## src/rtl/blink_pkg.sv

```systemverilog
// Shared constants and state encodings for the blink command receiver.
package blink_pkg;

  localparam logic [7:0] SYNC_BYTE      = 8'hA5;
  localparam logic [7:0] CMD_SET_PERIOD = 8'h01;
  localparam logic [7:0] CMD_SET_MASK   = 8'h02;

  localparam logic [2:0] LEN_PERIOD = 3'd4;
  localparam logic [2:0] LEN_MASK   = 3'd1;

  typedef enum logic [1:0] {
    RxIdle,
    RxStart,
    RxData,
    RxStop
  } rx_state_e;

  typedef enum logic [1:0] {
    PsIdle,
    PsCmd,
    PsPayload,
    PsChk
  } ps_state_e;

endpackage

```

## src/rtl/uart_rx_byte.sv

```systemverilog
// 8N1 UART byte receiver with a 2-FF input synchroniser.
module uart_rx_byte
  import blink_pkg::*;
#(
  parameter int unsigned DIV = 217
) (
  input  logic       clk,
  input  logic       rst,
  input  logic       rx,
  output logic [7:0] data,
  output logic       byte_valid,
  output logic       frame_err
);

  localparam int unsigned CW = $clog2(DIV);
  localparam logic [CW-1:0] HALF_LAST = CW'(DIV / 2 - 1);
  localparam logic [CW-1:0] FULL_LAST = CW'(DIV - 1);

  logic [1:0]    sync_q;
  logic          prev_q;
  logic [CW-1:0] cnt_q;
  logic [2:0]    bit_q;
  logic [7:0]    shift_q;
  rx_state_e     state_q;
  logic          rx_s;

  assign rx_s = sync_q[1];

  always_ff @(posedge clk or posedge rst) begin
    if (rst) begin
      sync_q     <= 2'b11;
      prev_q     <= 1'b1;
      cnt_q      <= '0;
      bit_q      <= '0;
      shift_q    <= '0;
      state_q    <= RxIdle;
      data       <= '0;
      byte_valid <= 1'b0;
      frame_err  <= 1'b0;
    end else begin
      sync_q     <= {sync_q[0], rx};
      prev_q     <= rx_s;
      byte_valid <= 1'b0;
      frame_err  <= 1'b0;
      case (state_q)
        RxIdle: begin
          if (prev_q && !rx_s) begin
            cnt_q   <= '0;
            state_q <= RxStart;
          end
        end
        RxStart: begin
          // Mid-start-bit re-sample rejects short low glitches.
          if (cnt_q == HALF_LAST) begin
            cnt_q   <= '0;
            bit_q   <= '0;
            state_q <= rx_s ? RxIdle : RxData;
          end else begin
            cnt_q <= cnt_q + 1'b1;
          end
        end
        RxData: begin
          if (cnt_q == FULL_LAST) begin
            cnt_q   <= '0;
            shift_q <= {rx_s, shift_q[7:1]};
            if (bit_q == 3'd7) state_q <= RxStop;
            else               bit_q   <= bit_q + 1'b1;
          end else begin
            cnt_q <= cnt_q + 1'b1;
          end
        end
        RxStop: begin
          if (cnt_q == FULL_LAST) begin
            cnt_q   <= '0;
            state_q <= RxIdle;
            if (rx_s) begin
              data       <= shift_q;
              byte_valid <= 1'b1;
            end else begin
              frame_err <= 1'b1;
            end
          end else begin
            cnt_q <= cnt_q + 1'b1;
          end
        end
        default: state_q <= RxIdle;
      endcase
    end
  end

endmodule

```

## src/rtl/blink_cmd_rx.sv

```systemverilog
// Framed UART command parser driving the blinker half-period and LED mask.
module blink_cmd_rx
  import blink_pkg::*;
#(
  parameter int unsigned CLK_FREQ            = 25_000_000,
  parameter int unsigned BAUD                = 115_200,
  parameter logic [31:0] DEFAULT_HALF_PERIOD = 32'(CLK_FREQ / 4),
  parameter logic [7:0]  DEFAULT_MASK        = 8'h03,
  parameter int unsigned TIMEOUT_CYCLES      = CLK_FREQ / 100
) (
  input  logic        clk,
  input  logic        rst,
  input  logic        uart_rx,
  output logic [31:0] half_period,
  output logic [7:0]  led_mask,
  output logic        cfg_valid,
  output logic        frame_err,
  output logic        cmd_err
);

  localparam int unsigned DIV = CLK_FREQ / BAUD;
  localparam int unsigned TW  = $clog2(TIMEOUT_CYCLES);
  localparam logic [TW-1:0] TMO_LAST = TW'(TIMEOUT_CYCLES - 1);

  logic [7:0]    rx_data;
  logic          rx_valid;
  logic          rx_ferr;

  ps_state_e     st_q;
  logic [2:0]    cnt_q;
  logic [7:0]    xor_q;
  logic [31:0]   shadow_q;
  logic          is_period_q;
  logic [TW-1:0] tmo_q;
  logic          tmo_hit;

  uart_rx_byte #(
    .DIV (DIV)
  ) u_rx (
    .clk        (clk),
    .rst        (rst),
    .rx         (uart_rx),
    .data       (rx_data),
    .byte_valid (rx_valid),
    .frame_err  (rx_ferr)
  );

  assign frame_err = rx_ferr;

  always_comb begin
    tmo_hit = (st_q != PsIdle) && !rx_valid && (tmo_q == TMO_LAST);
  end

  always_ff @(posedge clk or posedge rst) begin
    if (rst) begin
      st_q        <= PsIdle;
      cnt_q       <= '0;
      xor_q       <= '0;
      shadow_q    <= '0;
      is_period_q <= 1'b0;
      tmo_q       <= '0;
      half_period <= DEFAULT_HALF_PERIOD;
      led_mask    <= DEFAULT_MASK;
      cfg_valid   <= 1'b0;
      cmd_err     <= 1'b0;
    end else begin
      cfg_valid <= 1'b0;
      cmd_err   <= 1'b0;
      if (tmo_hit || rx_ferr) begin
        // Either abort drops the frame; both pulses may fire together.
        st_q    <= PsIdle;
        tmo_q   <= '0;
        cmd_err <= tmo_hit;
      end else if (rx_valid) begin
        tmo_q <= '0;
        case (st_q)
          PsIdle: begin
            if (rx_data == SYNC_BYTE) st_q <= PsCmd;
          end
          PsCmd: begin
            xor_q <= rx_data;
            if (rx_data == CMD_SET_PERIOD) begin
              is_period_q <= 1'b1;
              cnt_q       <= LEN_PERIOD;
              st_q        <= PsPayload;
            end else if (rx_data == CMD_SET_MASK) begin
              is_period_q <= 1'b0;
              cnt_q       <= LEN_MASK;
              st_q        <= PsPayload;
            end else begin
              cmd_err <= 1'b1;
              st_q    <= PsIdle;
            end
          end
          PsPayload: begin
            shadow_q <= {shadow_q[23:0], rx_data};
            xor_q    <= xor_q ^ rx_data;
            cnt_q    <= cnt_q - 1'b1;
            if (cnt_q == 3'd1) st_q <= PsChk;
          end
          PsChk: begin
            st_q <= PsIdle;
            if (rx_data != xor_q) begin
              cmd_err <= 1'b1;
            end else if (is_period_q) begin
              if (shadow_q == 32'd0) begin
                cmd_err <= 1'b1;
              end else begin
                half_period <= shadow_q;
                cfg_valid   <= 1'b1;
              end
            end else begin
              led_mask  <= shadow_q[7:0];
              cfg_valid <= 1'b1;
            end
          end
          default: st_q <= PsIdle;
        endcase
      end else if (st_q != PsIdle) begin
        tmo_q <= tmo_q + 1'b1;
      end
    end
  end

endmodule

```

## config.mk

```make
export PLATFORM = sky130hd
export DESIGN_NAME = blink_cmd_rx
export DESIGN_NICKNAME = d
export VERILOG_FILES = /design/src/rtl/blink_pkg.sv /design/src/rtl/uart_rx_byte.sv /design/src/rtl/blink_cmd_rx.sv
export SDC_FILE = /design/constraint.sdc
export NUM_CORES = 1
export LEC_CHECK = 0
export CAP_MARGIN = 20
export CORE_MARGIN = 5
export CORE_UTILIZATION = 45
export DETAILED_ROUTE_END_ITERATION = 8
export HOLD_SLACK_MARGIN = 0.02
export PLACE_DENSITY = 0.68
export SKIP_LAST_GASP = 1
export SYNTH_ARGS = -nofsm -noshare
export SYNTH_HDL_FRONTEND = slang
export SYNTH_HIERARCHICAL = 1
export SYNTH_SLANG_ARGS = --single-unit
```

## constraint.sdc

```tcl
create_clock -name clk -period 4.9 [get_ports clk]
set_clock_uncertainty 0.05 [all_clocks]
set_input_delay 1.225 -clock clk [delete_from_list [all_inputs] [get_ports clk]]
set_output_delay 1.225 -clock clk [all_outputs]
set_load 0.005 [all_outputs]
```

# Yosys cells after proc, flatten, opt, wreduce, memory -nomap -nowiden
# Index checks and enable logic that the tools add are counted.
# totals
output_inout_bits	43
inputBits	3
ff_bits	140
wordCells	130
# classes
n_eq_ne	24
n_mux	51
add_sub_neg	4
bitwise_logic	5
reduce_logical	27
# op_table
cell	n
$mux 18	3
$logic_not 32->1	1
$mux 2	12
$mux 8	3
$pmux 8 s3	1
$mux 1	21
$add 18x1->18 const B	1
$eq 18x18->1 const B	1
$eq 8x8->1 const B	2
$pmux 2 s4	2
$pmux 8 s2	1
$mux 3	5
$pmux 3 s2	2
$reduce_and 3->1	4
$reduce_and 4->1	3
$ne 2x1->1 const B	5
$reduce_and 5->1	2
$reduce_bool 2->1	5
$ne 3x3->1 const B	3
$add 8x1->8 const B	1
$eq 2x2->1 const B	4
$eq 8x1->1 const B	1
$eq 8x2->1 const B	1
$eq 8x7->1 const B	1
other kinds (18)	26

# Logic depth before layout (Yosys ltp)
# Gate-level depths: netlist of run 1.
# logic_depth
depth_word	7
ltp_mapped	9

# Hierarchy
# Netlist of run 1, hierarchy kept.
# by_module_without_submodules
mod	seq_area_each_um2	area_each_um2	instances	cells_per_inst
blink_cmd_rx	2670.1	4787.1	1	367
uart_rx_byte	854.6	1515.2	1	118

# Worst setup path after synthesis of run 1
# Ideal clock, no wire load.
# synth_path
path_type	register to register
from	reg st_q[0]
to	reg tmo_q[0]
path_stages_with_launch	10
arrival_ns	1.944
path_buffers	2
synth_period_minus_slack_ns	2.115
slack_ns	2.785
setup_time_ns	0.121
cell_sequence	dfrtp_1 -> inv_1 -> ha_1 -> nand4b_1 -> nor4_1 -> a31o_2 -> or2_2 -> buf_2 -> buf_2 -> nor2_1
# synth_via
elab_chain_cells	5
elab_cells_between_ends	6
# synth_lines
item	line_no	text
start: declaration	blink_cmd_rx.sv:29	ps_state_e st_q;
start signal: assignment	blink_cmd_rx.sv:56	st_q <= PsIdle;
start signal: assignment	blink_cmd_rx.sv:71	st_q <= PsIdle;
start signal: assignment	blink_cmd_rx.sv:78	if (rx_data == SYNC_BYTE) st_q <= PsCmd;
$reduce_bool 2->1 (*)	blink_cmd_rx.sv:51, blink_cmd_rx.sv:119	
$logic_and 1x1->1 (2 in a row)	blink_cmd_rx.sv:51	tmo_hit = (st_q != PsIdle) && !rx_valid && (tmo_q == TMO_LAST);
$logic_or 1x1->1	blink_cmd_rx.sv:69	if (tmo_hit || rx_ferr) begin
$reduce_bool 3->1 (no line) or $mux 18 (tied branches)	n/a	
end signal: assignment	blink_cmd_rx.sv:120	tmo_q <= tmo_q + 1'b1;
end: declaration	blink_cmd_rx.sv:34	logic [TW-1:0] tmo_q;
# Every way passes the cells marked *; elsewhere a longest branch is shown, timed or not.
# A chain may end at the register's enable or synchronous reset.

# Worst setup path in the final report of run 1
# layout_path
from	reg led_mask[1]
to	out led_mask[1]
# layout_lines
item	line_no	text
start: declaration	blink_cmd_rx.sv:15	output logic [7:0] led_mask,
start signal: assignment	blink_cmd_rx.sv:113	led_mask <= shadow_q[7:0];
# No word-level cell between the ends.

==> results of run 1 <==
==> cell usage in the layout (no fill, tap or decap), types with 9 or more instances in the layout <==
cell               n
dfrtp_1          123
mux2_2            60
clkdlybuf4s50_1   45
nor2_1            35
mux2_4            30
nand2_1           29
xor2_1            23
clkbuf_16         17
dfstp_2           17
nand3_1           16
o21ai_0           13
a21oi_1           13
ha_1              12
inv_1             11
nor4_1             9
==> cell usage after synthesis (3+ instances only) <==
cell,n,area [sq um]
o21ai_0,13,65.06
nand2b_1,4,25.02
buf_1,3,11.26
mux2_4,30,450.4
a21oi_1,13,65.06
xnor2_1,6,52.55
mux2_2,60,675.7
xor2_1,23,201.4
nand3_1,16,80.08
dfrtp_1,123,3078
dfstp_2,17,446.7
inv_1,12,45.04
and4_1,3,26.28
a22o_1,4,35.03
buf_6,3,33.78
nor4_1,9,56.30
nor2_1,35,131.4
o22ai_1,7,43.79
buf_2,3,15.01
nand4_1,7,43.79
mux2i_1,3,30.03
nor3_1,5,25.02
nand2_1,29,108.9
ha_1,12,150.1
==> power breakdown <==
part	switching, W	total, W	leakage [nW]	internal [W]
sequential	0.0000420	0.00123	1.88	0.00119
combinational	0.0000616	0.000110	1.35	0.0000482
clock	0.000505	0.00132	0.297	0.000810
total	0.000609	0.00265	3.53	0.00204
==> cell families after synthesis <==
kind of cell	Yosys count	share of synthesized area, %
adders and majority gates	12	2.382
buffers and inverters	23	1.787
xor gates and xnor gates	29	4.030
DFF	140	55.93
muxes	93	18.34
and+or+nand+nor	138	12.53
AOI/OAI and AO/OA	50	5.003
==> cell type report <==
cell class                 instances  area (sq um)  share of cell area (%)
multi-input combinational        322          2665                   35.20
clock buffer                      18         429.2                   5.668
clock inverter                    14         183.9                   2.429
sequential                       140          3525                   46.55
timing repair buffer              51         495.5                   6.544
inverter                          12         47.55                  0.6280
tap                              180         225.2                   2.975
==> layer usage <==
| layer | part of all wire [%] | up-vias |
|---|---|---|
| met4 | 1.6 | 0 |
| met2 | 47 | 52 |
| met1 | 48 | 1973 |
| li1 | - | 1862 |
| met3 | 3.1 | 15 |
| met5 | 0 | - |
==> through the flow <==
stage	area [sq um]	total power, W	utilization [%]
finish	7571	0.002654	54.76
global route	7571	0.002763	54.76
CTS	7571	0.002685	54.76
detailed placement	6958	0.001359	50.32
global placement	6958	0.001355	50.32
floorplan	6302	0.001325	-
==> sequential cells by signal (all words and copies together) (netlist names), 8 cells and up, named ones only <==
signal / flops
half_period: 32
led_mask: 8
shadow_q: 32
tmo_q: 18
u_rx/cnt_q: 8
u_rx/data: 8
u_rx/shift_q: 8
xor_q: 8
==> worst register-to-register path, cell delays in order (launching register included) <==
cell and delay (ns):
dfrtp_1 0.42, inv_1 0.11, ha_1 0.29, nand4b_1 0.28, nor3_1 0.71, nand3_1 0.18
xor2_1 0.19, nor2_1 0.06
==> worst max path at each step <==
stage | startpoint | end | slack, ns
final | led_mask[1] | led_mask[1] | 2.15
after global routing | half_period[16] | half_period[16] | 2.11
after CTS | led_mask[1] | led_mask[1] | 2.13
after detailed placement | rst | half_period[14] | 2.12
after global placement | rst | half_period[18] | 2.13
after floorplan | rst | cfg_valid | 0.86
==> results.sh, run 1 <==
export IMPL_drive_gt1_share_pct=29.26
export IMPL_cap_violations=0
export IMPL_run_status="complete, no violations"
export IMPL_min_from="u_rx/sync_q[0]"
export IMPL_drt_iter0_markers=201
export IMPL_hold_class="reg -> reg"
export IMPL_ant_nets=0
export IMPL_postCtsHoldBufs=0
export IMPL_clockBufferDepth=2
export IMPL_cpLargestDelayFamily="flip-flops"
export IMPL_use_met3_pct=4.317
export IMPL_use_met1_pct=21.43
export IMPL_synth_edff_count=0
export IMPL_cts_clk_slew_worst_paths_ns=0.06
export IMPL_syn_area_sq_um=6302
export IMPL_fin_cells=737
export IMPL_clockRootBuffer="clkbuf_16"
export IMPL_synth_cell_types=55
export IMPL_reg2reg_from="st_q[0]"
export IMPL_place_hpwl_um=8389
export IMPL_seq_area_frac_synth_pct=55.93
export IMPL_antenna_found_initial=0
export IMPL_path_max_fanout=2
export IMPL_holdPathStages=0
export IMPL_vdd_drop_max_mv=0.2280
export IMPL_grt_pass1_vias=3950
export IMPL_dr_pass1_iters=4
export IMPL_r2r_cells=7
export IMPL_routed_wl_um=11940
export IMPL_gr_max_usage_layer="met2"
export IMPL_finalCritPeriodShare_pct=56.03
export IMPL_fp_coreArea_sq_um=13830
export IMPL_grt_pass1_wl_um=20480
export IMPL_relSlewSlack_pct=41.72
export IMPL_grt_overflow=0
export IMPL_num_rows=43
export IMPL_area_growth_pct=20.13
export IMPL_detail_route_wl_per_cell_um=16.19
export IMPL_finalHoldViolCount=0
export IMPL_antennaDiodeCount=0
export IMPL_grt_usage_pct=15.77
export IMPL_tightest_slew_ns=0.8742
export IMPL_ys_flop_type="dfrtp_1"
export IMPL_vias=3902
export IMPL_async_flop_share_pct=100.0
export IMPL_met2_usage_pct=24.18
export IMPL_drc_errors=0
export IMPL_dp_cells=705
export IMPL_die_h_um=128.3
export IMPL_setup_viol=0
export IMPL_insertion_delay_ns=0.43
export IMPL_grt_max_degree=72
export IMPL_start_util_pct=45.58
export IMPL_power_leakage_nw=3.532
export IMPL_ys_seq_elements=140
export IMPL_path_buf_inv=1
export IMPL_cp_end_kind="primary output"
export IMPL_nFillCells=1120
export IMPL_synth_warnings=6
export IMPL_cts_resized=0
export IMPL_syn_avg_cell_area_sq_um=12.99
export IMPL_cp_data_arrival_time_ns=1.47
export IMPL_power_density_nw_per_um2=350.5
export IMPL_critPathMaxStageDelay_ns=0.55
export IMPL_synth_cells=485
export IMPL_nNetsFinal=559
export IMPL_cts_htree_levels=4
export IMPL_ios=46
export IMPL_cts_inserted_buffers=17
export IMPL_whs_ns=0.3114
export IMPL_worst_path_stages=1
export IMPL_hold_path_end="u_rx/sync_q[1]"
export IMPL_ff2ff_setup_slack_ns=2.49
export IMPL_grt_setup_unrepaired="false"
export IMPL_cts_tree="done"
export IMPL_slew_viol_final=0
export IMPL_dp_slack_ns=2.117
export IMPL_dieArea_sq_um=16470
export IMPL_layout_setup_ws_ns=2.155
export IMPL_crit_type="reg -> out"
export IMPL_crit_path_start_kind="register"
export IMPL_slowest_stage="dfstp_2"
export IMPL_die_x_um=128.3
export IMPL_fmax_mhz=364.3
export IMPL_syn_nets=500
export IMPL_path_cells="clkdlybuf4s50_1"
export IMPL_crit_required_ns=3.62
export IMPL_numPortBuffers=45
export IMPL_finalCriticalPeriod_ns=2.745
export IMPL_rr_endpoint="tmo_q[9]"
export IMPL_post_cts_buffers=0
export IMPL_numClockSinks=140
export IMPL_vias_per_cell=5.294
export IMPL_gp_congestion=0.7877
export IMPL_fin_setup_tns_ns=0
Power figures use the tool's default switching activity.
==> inputs of run 2 (changes only) <==
- clock period: 4.9 -> 2.65 ns (I/O delays scaled with it)
==> results.sh, run 2 (synthesized netlist as in run 1, its figures left out) <==
export IMPL_run_status="complete, no violations"
export IMPL_die_x_um=128.3
export IMPL_insertion_delay_ns=0.42
export IMPL_hold_class="reg -> reg"
export IMPL_cts_tree="done"
export IMPL_finalCritPeriodShare_pct=88.51
export IMPL_detail_route_wl_per_cell_um=16.18
export IMPL_path_max_fanout=21
export IMPL_nNetsFinal=562
export IMPL_nFillCells=1145
export IMPL_routed_wl_um=11980
export IMPL_vias=3923
export IMPL_vdd_drop_max_mv=0.4760
export IMPL_critPathMaxStageDelay_ns=0.46
export IMPL_drt_iter0_markers=273
export IMPL_drc_errors=0
export IMPL_layout_commonest_cell="dfrtp_1"
export IMPL_grt_setup_unrepaired="false"
export IMPL_antenna_found_initial=0
export IMPL_multi_input_area_sq_um=2665
export IMPL_fp_coreArea_sq_um=13830
export IMPL_post_cts_buffers=0
export IMPL_start_util_pct=45.58
export IMPL_power_density_nw_per_um2=620.2
export IMPL_grt_max_degree=35
export IMPL_cp_end_kind="register"
export IMPL_finalCriticalPeriod_ns=2.346
export IMPL_crit_path_start_kind="register"
export IMPL_fin_cells=740
export IMPL_num_rows=43
export IMPL_reg2reg_from="u_rx/data[2]"
export IMPL_finalHoldViolCount=0
export IMPL_postLayoutCoreUtil_pct=54.73
export IMPL_power_leakage_nw=3.516
export IMPL_clockBufferDepth=2
export IMPL_register_area_sq_um=3525
export IMPL_setup_viol=0
export IMPL_whs_ns=0.3109
export IMPL_area_growth_pct=20.07
export IMPL_grt_pass1_vias=4031
export IMPL_dp_slack_ns=0.2919
export IMPL_die_h_um=128.3
export IMPL_grt_usage_pct=15.80
export IMPL_cts_htree_levels=4
export IMPL_cts_clk_slew_worst_paths_ns=0.06
export IMPL_place_hpwl_um=8483
export IMPL_clockRootBuffer="clkbuf_16"
export IMPL_slew_viol_final=0
export IMPL_antennaDiodeCount=0
export IMPL_fmax_mhz=426.3
export IMPL_crit_type="reg -> reg"
export IMPL_numClockSinks=140
export IMPL_dr_pass1_iters=4
export IMPL_cp_data_arrival_time_ns=2.60
export IMPL_slowest_stage="dfrtp_1"
export IMPL_grt_pass1_wl_um=20410
export IMPL_postCtsHoldBufs=0
export IMPL_drive_gt1_share_pct=29.64
export IMPL_largestRegisters="half_period: 32 flops, shadow_q: 32 flops, tmo_q: 18 flops"
export IMPL_gp_congestion=0.8047
export IMPL_crit_required_ns=2.90
export IMPL_path_cells="xor2_1, nor4_2, nand4_2, nor3b_4, buf_4, mux2_4"
export IMPL_cts_resized=0
export IMPL_layout_setup_ws_ns=0.3044
export IMPL_min_from="u_rx/sync_q[0]"
export IMPL_cap_violations=0
export IMPL_dieArea_sq_um=16470
export IMPL_grt_overflow=0
export IMPL_final_cell_mix="123 x dfrtp_1, 60 x mux2_2, 45 x clkdlybuf4s50_1"
export IMPL_cts_inserted_buffers=17
export IMPL_fin_setup_tns_ns=0
export IMPL_tightest_slew_ns=0.6090
export IMPL_ios=46
export IMPL_dp_cells=708
export IMPL_crit_path_start="u_rx/data[2]"
export IMPL_vias_per_cell=5.301
export IMPL_relSlewSlack_pct=58.83
export IMPL_ant_nets=0
export IMPL_numPortBuffers=45
## run 2: cell types whose count changed in the layout (fill, tap and decap cells not counted)
cell	change
buf_4	+1
inv_4	-1
clkinv_4	-3
inv_6	-1
inv_8	-1
clkbuf_8	+1
buf_12	+2
clkinv_2	+2
bufinv_16	-2
clkinvlp_4	+5
## run 2: area by class of cell
class / instances / area share (%)
well taps: 180 / 2.976
multi-input cells: 322 / 35.22
inverters: 12 / 0.6448
flip-flops and latches: 140 / 46.58
repair buffers: 54 / 7.176
clock inverters: 13 / 1.554
clock buffers: 19 / 5.853
## run 2: critical path: cells and delay by family (launching register included)
kind,cells,cell delay (ns)
simple gates,3,0.80
mux,1,0.33
buf+inv,1,0.38
xor+xnor,1,0.20
flops,1,0.46
## run 2: metrics by stage
stage               power, W  cell area, sq um
floorplan           0.002451              6306
global placement    0.002510              7007
detailed placement  0.002525              7007
CTS                 0.004753              7567
global route        0.004913              7567
finish              0.004693              7567
## run 2: layer usage
metal	global-route usage (%)	up-vias	share of wire (%)
li1	-	1857	-
met1	20.68	1989	46
met2	25.34	65	49
met3	4.525	12	3.3
met4	5.431	0	1.1
met5	0	-	0
## run 2: power breakdown
group / internal, W / switching (W) / total, W
Clock: 0.00132 / 0.000893 / 0.00221
Combinational: 0.0000954 / 0.000116 / 0.000211
Sequential: 0.00219 / 0.0000796 / 0.00227
## run 2: final timing paths
kind	cells after the start	slack (ns)	end
setup / recovery	6	0.30	half_period[27]
hold / removal	0	0.31	u_rx/sync_q[1]
setup reg to reg	6	0.30	half_period[27]
hold reg to reg	0	0.31	u_rx/sync_q[1]
max in group asynchronous	3	1.34	half_period[20]
min in group asynchronous	2	0.62	led_mask[4]
==> inputs of run 3 (changes only) <==
- DONT_BUFFER_PORTS: not set -> 1
- PLACE_DENSITY: 0.68 -> 0.64
==> results.sh, run 3 (synthesized netlist as in run 1, its figures left out) <==
export IMPL_cp_end_kind="register"
export IMPL_grt_usage_pct=15.39
export IMPL_relSlewSlack_pct=60.17
export IMPL_cts_resized=0
export IMPL_start_util_pct=45.58
export IMPL_cp_data_arrival_time_ns=2.50
export IMPL_grt_setup_unrepaired="false"
export IMPL_numClockSinks=140
export IMPL_dr_pass1_iters=4
export IMPL_cts_htree_levels=4
export IMPL_finalCriticalPeriod_ns=2.251
export IMPL_fp_coreArea_sq_um=13830
export IMPL_cts_inserted_buffers=17
export IMPL_run_status="complete, no violations"
export IMPL_tightest_slew_ns=0.5892
export IMPL_place_hpwl_um=7910
export IMPL_drt_iter0_markers=195
export IMPL_vias=3679
export IMPL_setup_viol=0
export IMPL_ios=46
export IMPL_finalCritPeriodShare_pct=84.96
export IMPL_grt_pass1_vias=3816
export IMPL_routed_wl_um=11690
export IMPL_r2r_cells=6
export IMPL_numPortBuffers=0
export IMPL_cts_tree="done"
export IMPL_clockBufferDepth=2
export IMPL_crit_type="reg -> reg"
export IMPL_drc_errors=0
export IMPL_insertion_delay_ns=0.42
export IMPL_post_cts_buffers=0
export IMPL_grt_pass1_wl_um=20130
export IMPL_crit_required_ns=2.90
export IMPL_cap_violations=0
export IMPL_antennaDiodeCount=0
export IMPL_ant_nets=0
export IMPL_power_density_nw_per_um2=677.0
export IMPL_die_h_um=128.3
export IMPL_vias_per_cell=5.316
export IMPL_num_rows=43
export IMPL_slew_viol_final=0
export IMPL_power_leakage_nw=3.366
export IMPL_nNetsFinal=514
export IMPL_layout_commonest_cell="dfrtp_1"
export IMPL_dieArea_sq_um=16470
export IMPL_vdd_drop_max_mv=0.3814
export IMPL_cts_clk_slew_worst_paths_ns=0.06
export IMPL_postCtsHoldBufs=0
export IMPL_grt_overflow=0
export IMPL_final_cell_mix="123 x dfrtp_1, 60 x mux2_2, 35 x nor2_1"
export IMPL_area_growth_pct=13.20
export IMPL_path_max_fanout=32
export IMPL_grt_max_degree=107
export IMPL_gp_congestion=0.8371
export IMPL_fin_cells=692
export IMPL_drive_gt1_share_pct=31.45
export IMPL_clockRootBuffer="clkbuf_16"
export IMPL_finalHoldViolCount=0
export IMPL_detail_route_wl_per_cell_um=16.89
export IMPL_crit_path_start_kind="register"
export IMPL_post_dp_cell_area_sq_um=6534
export IMPL_final_cell_area_sq_um=7134
export IMPL_largestRegisters="half_period: 32 flops, shadow_q: 32 flops, tmo_q: 18 flops"
export IMPL_hold_class="in -> async"
export IMPL_dp_cells=660
export IMPL_die_x_um=128.3
export IMPL_antenna_found_initial=0
export IMPL_postLayoutCoreUtil_pct=51.60
export IMPL_fmax_mhz=444.2
export IMPL_fin_setup_tns_ns=0
[run 3: changes by cell type in the layout (fill, tap and decap cells not counted), sizes merged]
cell	before	now
inv	13	11
clkbuf	19	24
clkdlybuf4s50	45	0
bufinv	1	2
clkinv	5	3
clkinvlp	6	4
buf	9	6
[run 3: final timing paths]
| path | from | to | slack [ns] |
|---|---|---|---|
| min in group clk | uart_rx | u_rx/sync_q[0] | 0.19 |
| min | rst | u_rx/data[4] | 0.18 |
| min reg2reg | u_rx/sync_q[0] | u_rx/sync_q[1] | 0.31 |
| max in group asynchronous | rst | tmo_q[8] | 1.89 |
| max | u_rx/data[2] | half_period[23] | 0.40 |
| max reg2reg | u_rx/data[2] | half_period[23] | 0.40 |
[run 3: layer usage]
layer | global-route usage [%] | part of all wire, % | vias to the layer above | wire (um)
met5 | 0 | 0 | - | 0
met4 | 6.742 | 2.1 | 0 | 243
met3 | 3.321 | 3.2 | 16 | 374
met2 | 24.33 | 49 | 59 | 5701
met1 | 20.52 | 46 | 1849 | 5368
li1 | - | - | 1755 | -
[run 3: cell type report]
cell class	count	area, sq um
repair buffers	6	70.07
well taps	180	225.2
multi-input cells	322	2665
fillers	1152	6693
flip-flops and latches	140	3525
clock inverters	8	108.9
inverters	12	48.80
clock buffers	24	491.7
[run 3: critical path, cell delays in order (launching register included)]
cell and delay, ns:
dfrtp_1 0.44, xor2_1 0.19, nor4_2 0.36, nand4_2 0.21, nor3b_4 0.25, buf_12 0.27, mux2_2 0.36
[run 3: per-stage QoR]
step                hold WS [ns]  setup slack (ns)  total power, W
floorplan                 0.2952            0.5348        0.002451
global placement          0.3016            0.4536        0.002504
detailed placement        0.3044            0.4006        0.002519
CTS                       0.1701            0.3830        0.004896
global route              0.1716            0.2666        0.005027
finish                    0.1760            0.3986        0.004830
[run 3: power breakdown]
part           internal (W)  switching [W]  leakage [nW]
clock               0.00149       0.000863         0.283
combinational     0.0000879       0.000110          1.20
sequential          0.00219      0.0000861          1.88
